`src/rtl/step_pulse_gen_pkg.sv`:
```
// Shared definitions for the single-step pulse generator: key FSM encoding and width helper.
package step_pulse_gen_pkg;

    typedef enum logic [1:0] {
        IDLE    = 2'd0,
        PRESS   = 2'd1,
        HELD    = 2'd2,
        LOCKOUT = 2'd3
    } key_state_t;

    // Bits needed to hold 0..value-1, never less than one bit.
    function automatic int width_of(input int value);
        return (value <= 2) ? 1 : $clog2(value);
    endfunction

endpackage

```
`src/rtl/step_rate_div.sv`:
```
// Free-run step divider: counts 0..RUN_DIV-1 while enabled, held at 0 otherwise.
module step_rate_div
    import step_pulse_gen_pkg::*;
#(
    parameter int RUN_DIV = 25000000
) (
    input  logic clk_sys,
    input  logic reset,
    input  logic enable,
    output logic tick
);

    localparam int DIV_W = width_of(RUN_DIV);
    localparam logic [DIV_W-1:0] DIV_LAST = DIV_W'(RUN_DIV - 1);

    logic [DIV_W-1:0] div_cnt;

    assign tick = enable && (div_cnt == DIV_LAST);

    always_ff @(posedge clk_sys) begin
        if (!reset || !enable) begin
            div_cnt <= '0;
        end else if (div_cnt == DIV_LAST) begin
            div_cnt <= '0;
        end else begin
            div_cnt <= div_cnt + 1'b1;
        end
    end

endmodule

```
`src/rtl/step_pulse_gen.sv`:
```
// Turns debounced key presses (or the run-mode divider) into one-cycle CPU step enables.
//   state   | meaning
//   IDLE    | key released and lockout done; next press is accepted
//   PRESS   | press just accepted; single cycle, step pulse issued in manual mode
//   HELD    | key still down; no further pulses
//   LOCKOUT | key released; counting released cycles before re-arming
module step_pulse_gen
    import step_pulse_gen_pkg::*;
#(
    parameter int LOCKOUT_CYCLES = 16,
    parameter int RUN_DIV        = 25000000,
    parameter int CNT_W          = 16
) (
    input  logic             clk_sys,
    input  logic             reset,
    input  logic             debkey,
    input  logic             run_mode,
    output logic             cpu_step,
    output logic [CNT_W-1:0] step_count,
    output logic             key_busy
);

    localparam int LOCK_W = width_of(LOCKOUT_CYCLES);
    localparam logic [LOCK_W-1:0] LOCK_LAST = LOCK_W'(LOCKOUT_CYCLES - 1);

    key_state_t       state;
    logic [LOCK_W-1:0] lock_cnt;
    logic             run_tick;
    logic             step_next;

    step_rate_div #(
        .RUN_DIV (RUN_DIV)
    ) u_rate_div (
        .clk_sys (clk_sys),
        .reset   (reset),
        .enable  (run_mode),
        .tick    (run_tick)
    );

    // The !cpu_step term stops a divider tick and a fresh key press from
    // producing back-to-back pulses across a run_mode change.
    always_comb begin
        step_next = 1'b0;
        if (run_mode) begin
            step_next = run_tick;
        end else begin
            step_next = (state == IDLE) && !debkey && !cpu_step;
        end
    end

    always_ff @(posedge clk_sys) begin
        if (!reset) begin
            state      <= IDLE;
            lock_cnt   <= '0;
            cpu_step   <= 1'b0;
            step_count <= '0;
            key_busy   <= 1'b0;
        end else begin
            cpu_step   <= step_next;
            step_count <= step_count + CNT_W'(step_next);
            case (state)
                IDLE: begin
                    key_busy <= 1'b0;
                    if (!debkey) begin
                        state <= PRESS;
                    end
                end
                PRESS: begin
                    key_busy <= 1'b1;
                    state    <= HELD;
                end
                HELD: begin
                    key_busy <= 1'b1;
                    if (debkey) begin
                        lock_cnt <= '0;
                        state    <= LOCKOUT;
                    end
                end
                LOCKOUT: begin
                    if (!debkey) begin
                        lock_cnt <= '0;
                        state    <= HELD;
                    end else if (lock_cnt == LOCK_LAST) begin
                        lock_cnt <= '0;
                        key_busy <= 1'b0;
                        state    <= IDLE;
                    end else begin
                        lock_cnt <= lock_cnt + 1'b1;
                    end
                end
                default: begin
                    key_busy <= 1'b0;
                    state    <= IDLE;
                end
            endcase
        end
    end

endmodule

```
`config.mk`:
```
export PLATFORM = sky130hd
export DESIGN_NAME = step_pulse_gen
export DESIGN_NICKNAME = d
export VERILOG_FILES = /design/src/rtl/step_pulse_gen_pkg.sv /design/src/rtl/step_rate_div.sv /design/src/rtl/step_pulse_gen.sv
export SDC_FILE = /design/constraint.sdc
export NUM_CORES = 1
export LEC_CHECK = 0
export BUFFER_PORTS_ARGS = -buffer_cell sky130_fd_sc_hd__buf_2
export CORE_MARGIN = 4
export CORE_UTILIZATION = 50
export CTS_CLUSTER_DIAMETER = 150
export DETAILED_ROUTE_END_ITERATION = 8
export PLACE_DENSITY = 0.65
export SLEW_MARGIN = 25
export SYNTH_ARGS = -nofsm -noshare
export SYNTH_HDL_FRONTEND = slang
export SYNTH_SLANG_ARGS = --single-unit
```
`constraint.sdc`:
```
create_clock -name clk_sys -period 3.63 [get_ports clk_sys]
set_input_delay 0.5445 -clock clk_sys [delete_from_list [all_inputs] [get_ports clk_sys]]
set_output_delay 0.5445 -clock clk_sys [all_outputs]
set_load 0.1 [all_outputs]
```
==> parameters.txt, run 1 <==
Parameter                              Value

Place
  I/O Buffers ... 21
  Sum of net half-perimeters after detailed placement ... approximately 3300 um
  Global placement routability congestion ... around 0.77

Floorplan
  Initial Utilization ... 52.4%
  Number of placed I/O pins ... 22
  Die Ht ... 78.8 um
  Placement Rows ... 25
  Die outline area ... 6210 um2
  Die W ... around 79 um
  Core area ... 4790 um2

Layout
  Fraction of layout instances using a drive strength above 1 ... 15.6%
  Post-route core utilization ... 56.6%
  Signed area change from the synthesized netlist to the final layout ... 8.09%
  Commonest non-fill, non-tap cell in the layout ... sky130_fd_sc_hd__dfxtp_1
  Final layout net count ... 300
  Commonest cells after routing, fill and taps aside ... 49 x sky130_fd_sc_hd__dfxtp_1, 21 x sky130_fd_sc_hd__nor3_1, 21 x sky130_fd_sc_hd__buf_2
  Number of antenna diodes ... 0

GRT
  Antenna violations before repair ... 0
  Largest net degree at the start of global routing ... 26
  Sum of overflow across all layers after global routing ... 0
  Vias in the first global route ... 1865
  First-pass GRT wire length ... approximately 8600 um
  Tot GR Track Use ... between 15 and 20%

CTS
  Clk sinks ... between 40 and 50
  Clock insertion delay at the later pin of the skew report ... 0.30 ns
  Clock tree from TritonCTS ... done
  Number of buffers inserted during clock tree synthesis ... 5
  Clock transition time at the flip-flop clock pins of the worst setup and hold paths ... about 0.090 ns
  Hold buffer count at CTS ... 0
  Number of buffers on the longest clock path ... 2
  Root Buffer ... sky130_fd_sc_hd__clkbuf_8
  Post_cts resized ... 0
  Number of post-CTS setup repair buffers ... 0
  Number of H-tree levels ... 2

Drt
  Post-detailed-route via-to-cell ratio ... approximately 5.6
  Routed via count ... between 2000 and 2500
  Post-detailed-route DRC marker count ... 0
  Total iterations of the first detailed-routing run ... 4
  Final antenna-violating net count ... 0
  Total Routed Length ... 4790 um
  Drt wl/cell ... roughly 13 um
  Number of DRC violations after detailed-routing iteration 0 ... approximately 110

Synthesis
  Most used DFF post-synth ... sky130_fd_sc_hd__dfxtp_1
  Post-Synth XOR/XNOR Area ... under 10%
  Area share of and/or/nand/nor cells after synthesis ... a little under 30%
  Number of synthesized flops with an enable pin ... 0
  Async set-reset flop share out of synthesis ... 0%
  Sequential cell area fraction in the yosys report ... roughly 39%
  Total number of yosys warnings ... 0
  Nets in the synthesized netlist ... about 280
  Synth Area in Adders ... under 10%
  Synthesized area ... 2510 um2
  Dominant combinational cell family by area after synthesis ... simple AND/OR/NAND/NOR gates
  Register bit count reported by yosys ... 49
  Count of mapped cells out of synthesis ... 270
  Compound-gate portion of the synthesized area ... about an eighth
  Count of cell types in the netlist ... 52
  Average footprint of a synthesized cell ... just over 9 um2
  Mux share of post-synthesis cell area ... about 1.6%

STA
  Final setup violating endpoints ... 0
  Tcrit/Tclk final ... between 80% and 90%
  RSZ-0062 raised after global routing ... no
  Final period demand of the worst path ... approximately 3 ns
  Post-Route Skew ... between 0.01 and 0.015 ns
  Fin Setup TNS ... 0 ns
  Slew @ Worst Pin ... approximately 0.53 ns
  Number of slew-limit violations in the final report ... 0
  Highest clock rate ... ~340 MHz
  Final-report hold violation count ... 0
  Relative max-transition margin ... around 64%

Setup path
  Worst path max stage delay ... approximately 0.53 ns
  Setup crit end kind ... flip-flop
  Number of buffers and inverters on the critical path ... 0
  Slowest cell on the critical path ... sky130_fd_sc_hd__or4_4
  Critical-path cell list ... ha_1 > and3_1 > nand3_2 > nor4_4 > a21o_1 > ha_1 > nand3_1 > or4_4 > or3_1 > a21oi_1
  Data required time at the worst endpoint ... around 3.9 ns
  Worst path arrival time ... 3.17 ns
  Critical-path maximum fanout ... 5
  Worst-case reg-to-reg path depth ... 10
  Most frequent cell on the critical path ... sky130_fd_sc_hd__ha_1
  Crit-path leading delay family ... simple AND/OR/NAND/NOR gates
  Critical Setup Path Class ... reg -> reg
  Startpoint Class ... flip-flop
  WP depth ... 10

Pwr
  Reported leakage power ... just over 0.9 nW
  Maximum VDD drop ... around 210 uV
  Total power density per cell area ... 371 nW/um2

Run
  Max-cap violation count ... 0

Worst hold path
  Worst Hold Path Cells ... 2
  Worst Hold Class ... reg -> reg

Run status
  Outcome ... complete, no violations
[final cells by class]
type	instances	area [um2]
Multi-Input combinational cell	200	1410
Inverter	10	37.5
Fill cell	453	2080
Sequential cell	49	981
Timing Repair Buffer	22	113
Clock buffer	8	80.1
Tap cell	67	83.8
[synthesized netlist by cell type, drive strengths merged (2+ instances only)]
library cell | instances | share of area (%)
dfxtp | 49 | 39
nor3 | 21 | 4.2
nand3 | 20 | 5.9
nor2 | 18 | 2.7
nand2 | 17 | 2.6
xnor2 | 16 | 5.6
a211oi | 12 | 4.0
xor2 | 10 | 3.5
inv | 9 | 1.3
ha | 8 | 4.0
nand4 | 8 | 2.0
nor4 | 8 | 2.6
or4 | 8 | 2.8
o31ai | 7 | 2.1
clkbuf | 6 | 1.3
a21oi | 5 | 1.0
and4 | 5 | 2.1
buf | 5 | 1.6
o21ai | 4 | 0.80
a21o | 3 | 0.90
mux2i | 3 | 1.2
nand4b | 3 | 1.0
and2 | 2 | 0.50
and3 | 2 | 0.50
nand2b | 2 | 0.50
nor4b | 2 | 0.70
o211ai | 2 | 0.60
or3 | 2 | 0.50
[final timing paths]
| kind | startpoint | to | slack, ns |
|---|---|---|---|
| worst max-delay path | u_rate_div.div_cnt[0]$_SDFF_PP0_ | step_count[13]$_SDFF_PN0_ | 0.68 |
| worst min-delay path | step_count[15]$_SDFF_PN0_ | step_count[15]$_SDFF_PN0_ | 0.48 |
| worst max register to register | u_rate_div.div_cnt[0]$_SDFF_PP0_ | step_count[13]$_SDFF_PN0_ | 0.68 |
| worst min register to register | step_count[15]$_SDFF_PN0_ | step_count[15]$_SDFF_PN0_ | 0.48 |
[kinds of logic after synthesis]
| group | after synthesis |
|---|---|
| adders and majority gates | 8 |
| buffers and inverters | 21 |
| xor gates and xnor gates | 26 |
| muxes | 4 |
| AOI/OAI and AO/OA | 41 |
| DFF | 49 |
| and+or+nand+nor | 121 |
[state kept, by name, indices dropped and copies added (netlist names)]
signal and cells:
u_rate_div.div_cnt 25, step_count 16, cpu_step 1, key_busy 1, state 2, lock_cnt 4
[metrics by stage]
stage	std cells	hold slack, ns	power, W	worst slack [ns]	cell area, um2
after global placement	348	0.458	0.000708	0.771	2630
after global routing	356	0.518	0.00106	0.382	2710
final	356	0.484	0.00100	0.679	2710
after detailed placement	348	0.473	0.000709	0.691	2630
after floorplan	270	0.456	0.000685	0.717	2510
after CTS	356	0.491	0.00102	0.668	2710
[worst register-to-register path, cell delays in order, from the launching register on]
cell	delay (ns)
sky130_fd_sc_hd__dfxtp_1	0.40
sky130_fd_sc_hd__ha_1	0.23
sky130_fd_sc_hd__and3_1	0.34
sky130_fd_sc_hd__nand3_2	0.15
sky130_fd_sc_hd__nor4_4	0.30
sky130_fd_sc_hd__a21o_1	0.15
sky130_fd_sc_hd__ha_1	0.18
sky130_fd_sc_hd__nand3_1	0.17
sky130_fd_sc_hd__or4_4	0.53
sky130_fd_sc_hd__or3_1	0.32
sky130_fd_sc_hd__a21oi_1	0.14
[power by group]
group          internal [W]  leakage, nW  total, W  switching (W)
sequential         0.000550        0.396  0.000560     0.00000966
clock              0.000137       0.0395  0.000309       0.000172
combinational     0.0000404        0.483  0.000135      0.0000949
[metal layers]
layer	vias up	global-route usage, %	wire (um)
met1	934	23.4	2490
met4	0	4.20	38
li1	1033	-	-
met2	29	26.1	2110
met5	-	0	0
met3	6	3.97	160
Note: power is estimated with default switching activity, not from simulation.
==> run 2: changes to the inputs <==
==> constraint.sdc (replaced) <==
create_clock -name clk_sys -period 3.1 [get_ports clk_sys]
set_input_delay 0.465 -clock clk_sys [delete_from_list [all_inputs] [get_ports clk_sys]]
set_output_delay 0.465 -clock clk_sys [all_outputs]
set_load 0.1 [all_outputs]
==> parameters.txt, run 2 (synthesized netlist as in run 1, its figures left out) <==
Parameter                              Value

STA
  Slew @ Worst Pin ... 0.542 ns (was 0.532 ns)
  RSZ-0062 raised after global routing ... no (unchanged)
  Fin Setup TNS ... 0 ns (unchanged)
  Final setup violating endpoints ... 0 (unchanged)
  Post-Route Skew ... 0.00740 ns (was 0.0146 ns)
  Number of slew-limit violations in the final report ... 0 (unchanged)
  Final-report hold violation count ... 0 (unchanged)
  Relative max-transition margin ... 63.6% (was 64.3%)
  Tcrit/Tclk final ... 89.8% (was 81.3%)
  Worst hold-check slack ... 0.474 ns (was 0.484 ns)
  Final period demand of the worst path ... 2.78 ns (was 2.95 ns)
  Highest clock rate ... 359 MHz (was 339 MHz)

Setup path
  Most frequent cell on the critical path ... sky130_fd_sc_hd__ha_1 (unchanged)
  Data required time at the worst endpoint ... 3.33 ns (was 3.85 ns)
  Endpoint of the worst register-to-register path ... step_count[13]$_SDFF_PN0_ (unchanged)
  Worst path max stage delay ... 0.53 ns (about the same)
  Critical-path maximum fanout ... 5 (unchanged)
  Crit-path leading delay family ... simple AND/OR/NAND/NOR gates (unchanged)
  Critical-path cell list ... ha_1 > and3_1 > nand3_2 > nor4_4 > a21o_1 > ha_1 > nand3_1 > or4_4 > or3_1 > a21oi_1 (unchanged)
  Worst path arrival time ... 3.01 ns (was 3.17 ns)
  Number of buffers and inverters on the critical path ... 0 (unchanged)
  Worst-case reg-to-reg path depth ... 10 (unchanged)
  Critical Setup Path Class ... reg -> reg (unchanged)
  Setup slack of the most critical reg-to-reg path ... 0.32 ns (was 0.68 ns)
  Slowest cell on the critical path ... sky130_fd_sc_hd__or4_4 (unchanged)
  Worst R2R Start ... u_rate_div.div_cnt[0]$_SDFF_PP0_ (unchanged)
  Startpoint Class ... flip-flop (unchanged)
  Setup crit end kind ... flip-flop (unchanged)

Layout
  Register bank with the most flops ... u_rate_div.div_cnt (unchanged)
  Commonest non-fill, non-tap cell in the layout ... sky130_fd_sc_hd__dfxtp_1 (unchanged)
  Final layout net count ... 301 (was 300)
  Multi-input gate area in the final layout ... 1410 um2 (unchanged)
  Total of fill cells in the finished design ... 463 (was 453)
  Number of antenna diodes ... 0 (unchanged)
  Sequential cell area ... 981 um2 (unchanged)
  Non-filler cells, final ... 356 (unchanged)
  Commonest cells after routing, fill and taps aside ... 49 x sky130_fd_sc_hd__dfxtp_1, 21 x sky130_fd_sc_hd__nor3_1, 21 x sky130_fd_sc_hd__buf_2 (unchanged)
  Signed area change from the synthesized netlist to the final layout ... 8.64% (was 8.09%)
  Number of flip-flops in the largest register ... 25 (unchanged)
  Registers with the highest flip-flop counts ... u_rate_div.div_cnt: 25 flops, step_count: 16 flops, lock_cnt: 4 flops (unchanged)
  Fraction of layout instances using a drive strength above 1 ... 16.3% (was 15.6%)

Drt
  Number of DRC violations after detailed-routing iteration 0 ... 70 (was 112)
  Routed via count ... 2034 (was 2002)
  Post-detailed-route DRC marker count ... 0 (unchanged)
  Total Routed Length ... 4940 um (was 4790 um)
  Drt wl/cell ... 13.9 um (was 13.5 um)
  Final antenna-violating net count ... 0 (unchanged)
  Total iterations of the first detailed-routing run ... 4 (unchanged)
  Post-detailed-route via-to-cell ratio ... 5.71 (was 5.62)

Worst hold path
  Worst Hold Path Cells ... 2 (unchanged)
  HP Start ... run_mode (was step_count[15]$_SDFF_PN0_)
  Destination of the worst hold path ... cpu_step$_SDFF_PN0_ (was step_count[15]$_SDFF_PN0_)
  Worst Hold Class ... in -> reg (was reg -> reg)

CTS
  Hold buffer count at CTS ... 0 (unchanged)
  Clk sinks ... 49 (unchanged)
  Clock tree from TritonCTS ... done (unchanged)
  Number of H-tree levels ... 2 (unchanged)
  Root Buffer ... sky130_fd_sc_hd__clkbuf_8 (unchanged)
  Number of buffers inserted during clock tree synthesis ... 5 (unchanged)
  Number of buffers on the longest clock path ... 2 (unchanged)
  Number of post-CTS setup repair buffers ... 0 (unchanged)
  Post_cts resized ... 0 (unchanged)
  Clock transition time at the flip-flop clock pins of the worst setup and hold paths ... 0.09 ns (about the same)
  Clock insertion delay at the later pin of the skew report ... 0.30 ns (about the same)

Run
  Max-cap violation count ... 0 (unchanged)

GRT
  Largest net degree at the start of global routing ... 26 (unchanged)
  Tot GR Track Use ... 17.3% (was 16.8%)
  Antenna violations before repair ... 0 (unchanged)
  Vias in the first global route ... 1917 (was 1865)
  Sum of overflow across all layers after global routing ... 0 (unchanged)
  First-pass GRT wire length ... 8690 um (was 8560 um)

Pwr
  Maximum VDD drop ... 256 uV (was 206 uV)
  Total power density per cell area ... 442 nW/um2 (was 371 nW/um2)
  Reported leakage power ... 0.928 nW (was 0.918 nW)

Run status
  Outcome ... complete, no violations (unchanged)

Floorplan
  Core area ... 4790 um2 (unchanged)
  Placement Rows ... 25 (unchanged)
  Initial Utilization ... 52.4% (unchanged)
  Die W ... 78.8 um (unchanged)
  Number of placed I/O pins ... 22 (unchanged)
  Die Ht ... 78.8 um (unchanged)
  Die outline area ... 6210 um2 (unchanged)

Place
  Number of placed instances with taps included ... 349 (was 348)
  Sum of net half-perimeters after detailed placement ... 3390 um (was 3310 um)
  I/O Buffers ... 21 (unchanged)
  Global placement routability congestion ... 0.750 (was 0.774)
-- run 2: metal layers --
layer | GRT usage [%] | vias up | share of wire, %
met4 | 5.24 | 0 | 1.2
li1 | - | 1029 | -
met2 | 26.9 | 36 | 43
met1 | 23.2 | 963 | 52
met3 | 5.22 | 6 | 4.2
met5 | 0 | - | 0
-- run 2: where the power goes --
group / internal [W] / leakage [nW] / total, W / switching [W]
sequential: 0.000644 / 0.396 / 0.000655 / 0.0000109
clock: 0.000178 / 0.0443 / 0.000387 / 0.000209
combinational: 0.0000477 / 0.488 / 0.000161 / 0.000113
total: 0.000869 / 0.928 / 0.00120 / 0.000333
-- run 2: cell type report --
class,count,area share (%)
multi-input cells,200,51.9
inverters,10,1.38
repair buffers,23,4.41
flip-flops and latches,49,36.0
well taps,67,3.08
clock buffers,7,3.17
-- run 2: worst max path at each step --
stage | slack, ns | cells past startpoint | start | endpoint
3_3_place_gp | 0.40 | 10 | u_rate_div.div_cnt[0]$_SDFF_PP0_ | step_count[13]$_SDFF_PN0_
3_5_place_dp | 0.33 | 10 | u_rate_div.div_cnt[0]$_SDFF_PP0_ | step_count[13]$_SDFF_PN0_
2_1_floorplan | 0.19 | 11 | u_rate_div.div_cnt[0]$_SDFF_PP0_ | step_count[13]$_SDFF_PN0_
6_report | 0.32 | 10 | u_rate_div.div_cnt[0]$_SDFF_PP0_ | step_count[13]$_SDFF_PN0_
5_1_grt | 0.08 | 10 | u_rate_div.div_cnt[0]$_SDFF_PP0_ | step_count[13]$_SDFF_PN0_
4_1_cts | 0.30 | 10 | u_rate_div.div_cnt[0]$_SDFF_PP0_ | step_count[13]$_SDFF_PN0_
-- run 2: worst reg2reg max path, stage by stage, from the launching register on --
cell,delay [ns]
sky130_fd_sc_hd__dfxtp_1,0.40
sky130_fd_sc_hd__ha_1,0.22
sky130_fd_sc_hd__and3_1,0.21
sky130_fd_sc_hd__nand3_2,0.12
sky130_fd_sc_hd__nor4_4,0.29
sky130_fd_sc_hd__a21o_1,0.16
sky130_fd_sc_hd__ha_1,0.19
sky130_fd_sc_hd__nand3_1,0.16
sky130_fd_sc_hd__or4_4,0.53
sky130_fd_sc_hd__or3_1,0.32
sky130_fd_sc_hd__a21oi_1,0.13
-- run 2: stage by stage --
step / util (%) / power, W / setup slack [ns] / instance area [um2]
final: 56.9 / 0.00120 / 0.315 / 2720
after global placement: 55.1 / 0.000830 / 0.398 / 2640
after CTS: 56.9 / 0.00122 / 0.303 / 2720
after global routing: 56.9 / 0.00126 / 0.0756 / 2720
after detailed placement: 55.1 / 0.000831 / 0.326 / 2640
after floorplan: - / 0.000802 / 0.187 / 2510
==> run 3: changes to the inputs <==
--- a/config.mk
+++ b/config.mk
@@ -6,12 +6,12 @@
 export NUM_CORES = 1
 export LEC_CHECK = 0
 export BUFFER_PORTS_ARGS = -buffer_cell sky130_fd_sc_hd__buf_2
+export CORE_ASPECT_RATIO = 1.75
 export CORE_MARGIN = 4
 export CORE_UTILIZATION = 50
 export CTS_CLUSTER_DIAMETER = 150
 export DETAILED_ROUTE_END_ITERATION = 8
 export PLACE_DENSITY = 0.65
-export SLEW_MARGIN = 25
 export SYNTH_ARGS = -nofsm -noshare
 export SYNTH_HDL_FRONTEND = slang
 export SYNTH_SLANG_ARGS = --single-unit
==> parameters.txt, run 3 (synthesized netlist as in run 1, its figures left out) <==
Parameter                              Value

CTS
  Clock insertion delay at the later pin of the skew report ... 0.30 ns (about the same)
  Hold buffer count at CTS ... 0 (unchanged)
  Number of buffers on the longest clock path ... 2 (unchanged)
  Number of buffers inserted during clock tree synthesis ... 5 (unchanged)
  Clk sinks ... 49 (unchanged)
  Post_cts resized ... 0 (unchanged)
  Number of post-CTS setup repair buffers ... 0 (unchanged)
  Root Buffer ... sky130_fd_sc_hd__clkbuf_8 (unchanged)
  Clock transition time at the flip-flop clock pins of the worst setup and hold paths ... 0.09 ns (about the same)
  Number of H-tree levels ... 2 (unchanged)
  Clock tree from TritonCTS ... done (unchanged)

Drt
  Total iterations of the first detailed-routing run ... 4 (unchanged)
  Number of DRC violations after detailed-routing iteration 0 ... 59 (was 70)
  Total Routed Length ... 5010 um (was 4940 um)
  Routed via count ... 2024 (was 2034)
  Post-detailed-route via-to-cell ratio ... 5.92 (was 5.71)
  Post-detailed-route DRC marker count ... 0 (unchanged)
  Final antenna-violating net count ... 0 (unchanged)
  Drt wl/cell ... 14.7 um (was 13.9 um)

Place
  I/O Buffers ... 21 (unchanged)
  Global placement routability congestion ... 0.802 (was 0.750)
  Pre-CTS worst setup slack ... 0.339 ns (was 0.326 ns)
  Sum of net half-perimeters after detailed placement ... 3570 um (was 3390 um)
  Number of placed instances with taps included ... 334 (was 349)

GRT
  Vias in the first global route ... 2035 (was 1917)
  Tot GR Track Use ... 17.7% (was 17.3%)
  Antenna violations before repair ... 0 (unchanged)
  Largest net degree at the start of global routing ... 26 (unchanged)
  Sum of overflow across all layers after global routing ... 0 (unchanged)
  First-pass GRT wire length ... 8650 um (was 8690 um)

Setup path
  Worst path arrival time ... 3.02 ns (was 3.01 ns)
  Setup slack of the most critical reg-to-reg path ... 0.30 ns (was 0.32 ns)
  Critical Setup Path Class ... reg -> reg (unchanged)
  Startpoint Class ... flip-flop (unchanged)
  Data required time at the worst endpoint ... 3.32 ns (was 3.33 ns)
  Critical-path maximum fanout ... 5 (unchanged)
  Setup crit end kind ... flip-flop (unchanged)

Pwr
  Total power density per cell area ... 470 nW/um2 (was 442 nW/um2)
  Reported leakage power ... 0.942 nW (was 0.928 nW)
  Maximum VDD drop ... 395 uV (was 256 uV)

Floorplan
  Number of placed I/O pins ... 22 (unchanged)
  Die Ht ... 102 um (was 78.8 um)
  Initial Utilization ... 52.3% (was 52.4%)
  Die W ... 61.5 um (was 78.8 um)
  Die outline area ... 6250 um2 (was 6210 um2)
  Core area ... 4790 um2 (about the same)
  Placement Rows ... 33 (was 25)

Layout
  Signed area change from the synthesized netlist to the final layout ... 9.09% (was 8.64%)
  Total of fill cells in the finished design ... 454 (was 463)
  Final layout net count ... 301 (unchanged)
  Non-filler cells, final ... 342 (was 356)
  Registers with the highest flip-flop counts ... u_rate_div.div_cnt: 25 flops, step_count: 16 flops, lock_cnt: 4 flops (unchanged)
  Number of flip-flops in the largest register ... 25 (unchanged)
  Commonest cells after routing, fill and taps aside ... 49 x sky130_fd_sc_hd__dfxtp_1, 21 x sky130_fd_sc_hd__nor3_1, 21 x sky130_fd_sc_hd__buf_2 (unchanged)
  Register bank with the most flops ... u_rate_div.div_cnt (unchanged)
  Number of antenna diodes ... 0 (unchanged)
  Fraction of layout instances using a drive strength above 1 ... 16.6% (was 16.3%)
  Commonest non-fill, non-tap cell in the layout ... sky130_fd_sc_hd__dfxtp_1 (unchanged)

STA
  Worst hold-check slack ... 0.453 ns (was 0.474 ns)
  Final-report hold violation count ... 0 (unchanged)
  Slew @ Worst Pin ... 0.520 ns (was 0.542 ns)
  Fin Setup TNS ... 0 ns (unchanged)
  Relative max-transition margin ... 65.1% (was 63.6%)
  RSZ-0062 raised after global routing ... no (unchanged)
  Highest clock rate ... 357 MHz (was 359 MHz)
  Number of slew-limit violations in the final report ... 0 (unchanged)
  Final period demand of the worst path ... 2.80 ns (was 2.78 ns)
  Final setup violating endpoints ... 0 (unchanged)
  Fin worst setup slack ... 0.298 ns (was 0.315 ns)
  Post-Route Skew ... 0.00658 ns (was 0.00740 ns)
  Tcrit/Tclk final ... 90.4% (was 89.8%)

Run
  Max-cap violation count ... 0 (unchanged)

Run status
  Outcome ... complete, no violations (unchanged)

Worst hold path
  Worst Hold Class ... in -> reg (unchanged)
## run 3: layer usage
layer | routed length, um | up-vias | track usage, %
met3 | 131 | 4 | 2.81
met4 | 80 | 0 | 7.35
met5 | 0 | - | 0
met2 | 2760 | 22 | 33.3
li1 | - | 1033 | -
met1 | 2040 | 965 | 18.3
## run 3: final cells by class
cell class	instances	area [um2]	area share [%]
flip-flops and latches	49	981	35.9
well taps	52	65.1	2.38
clock buffers	7	86.3	3.16
inverters	10	37.5	1.37
clock inverters	1	30.0	1.10
repair buffers	23	120	4.39
multi-input cells	200	1410	51.7
## run 3: final timing paths
kind / start / depth (start not counted) / to
worst min register to register: step_count[15]$_SDFF_PN0_ / 2 / step_count[15]$_SDFF_PN0_
worst max register to register: u_rate_div.div_cnt[0]$_SDFF_PP0_ / 10 / step_count[13]$_SDFF_PN0_
worst min-delay path: run_mode / 2 / cpu_step$_SDFF_PN0_
worst max-delay path: u_rate_div.div_cnt[0]$_SDFF_PP0_ / 10 / step_count[13]$_SDFF_PN0_
## run 3: where the power goes
group	total (W)	internal, W	switching [W]
clock network	0.000471	0.000263	0.000207
logic	0.000160	0.0000477	0.000113
registers	0.000655	0.000644	0.0000112
total	0.00129	0.000955	0.000331
## run 3: stage by stage
step | total power (W) | util (%) | area [um2]
finish | 0.00129 | 57.1 | 2730
global route | 0.00134 | 57.1 | 2730
CTS | 0.00130 | 57.1 | 2730
detailed placement | 0.000829 | 54.6 | 2620
global placement | 0.000830 | 54.6 | 2620
floorplan | 0.000802 | - | 2510
## run 3: critical path, cell delays in order, from the launching register on
cell	delay, ns
sky130_fd_sc_hd__dfxtp_1	0.39
sky130_fd_sc_hd__ha_1	0.22
sky130_fd_sc_hd__and3_1	0.20
sky130_fd_sc_hd__nand3_2	0.12
sky130_fd_sc_hd__nor4_4	0.30
sky130_fd_sc_hd__a21o_1	0.16
sky130_fd_sc_hd__ha_1	0.18
sky130_fd_sc_hd__nand3_1	0.16
sky130_fd_sc_hd__or4_4	0.53
sky130_fd_sc_hd__or3_1	0.32
sky130_fd_sc_hd__a21oi_1	0.14
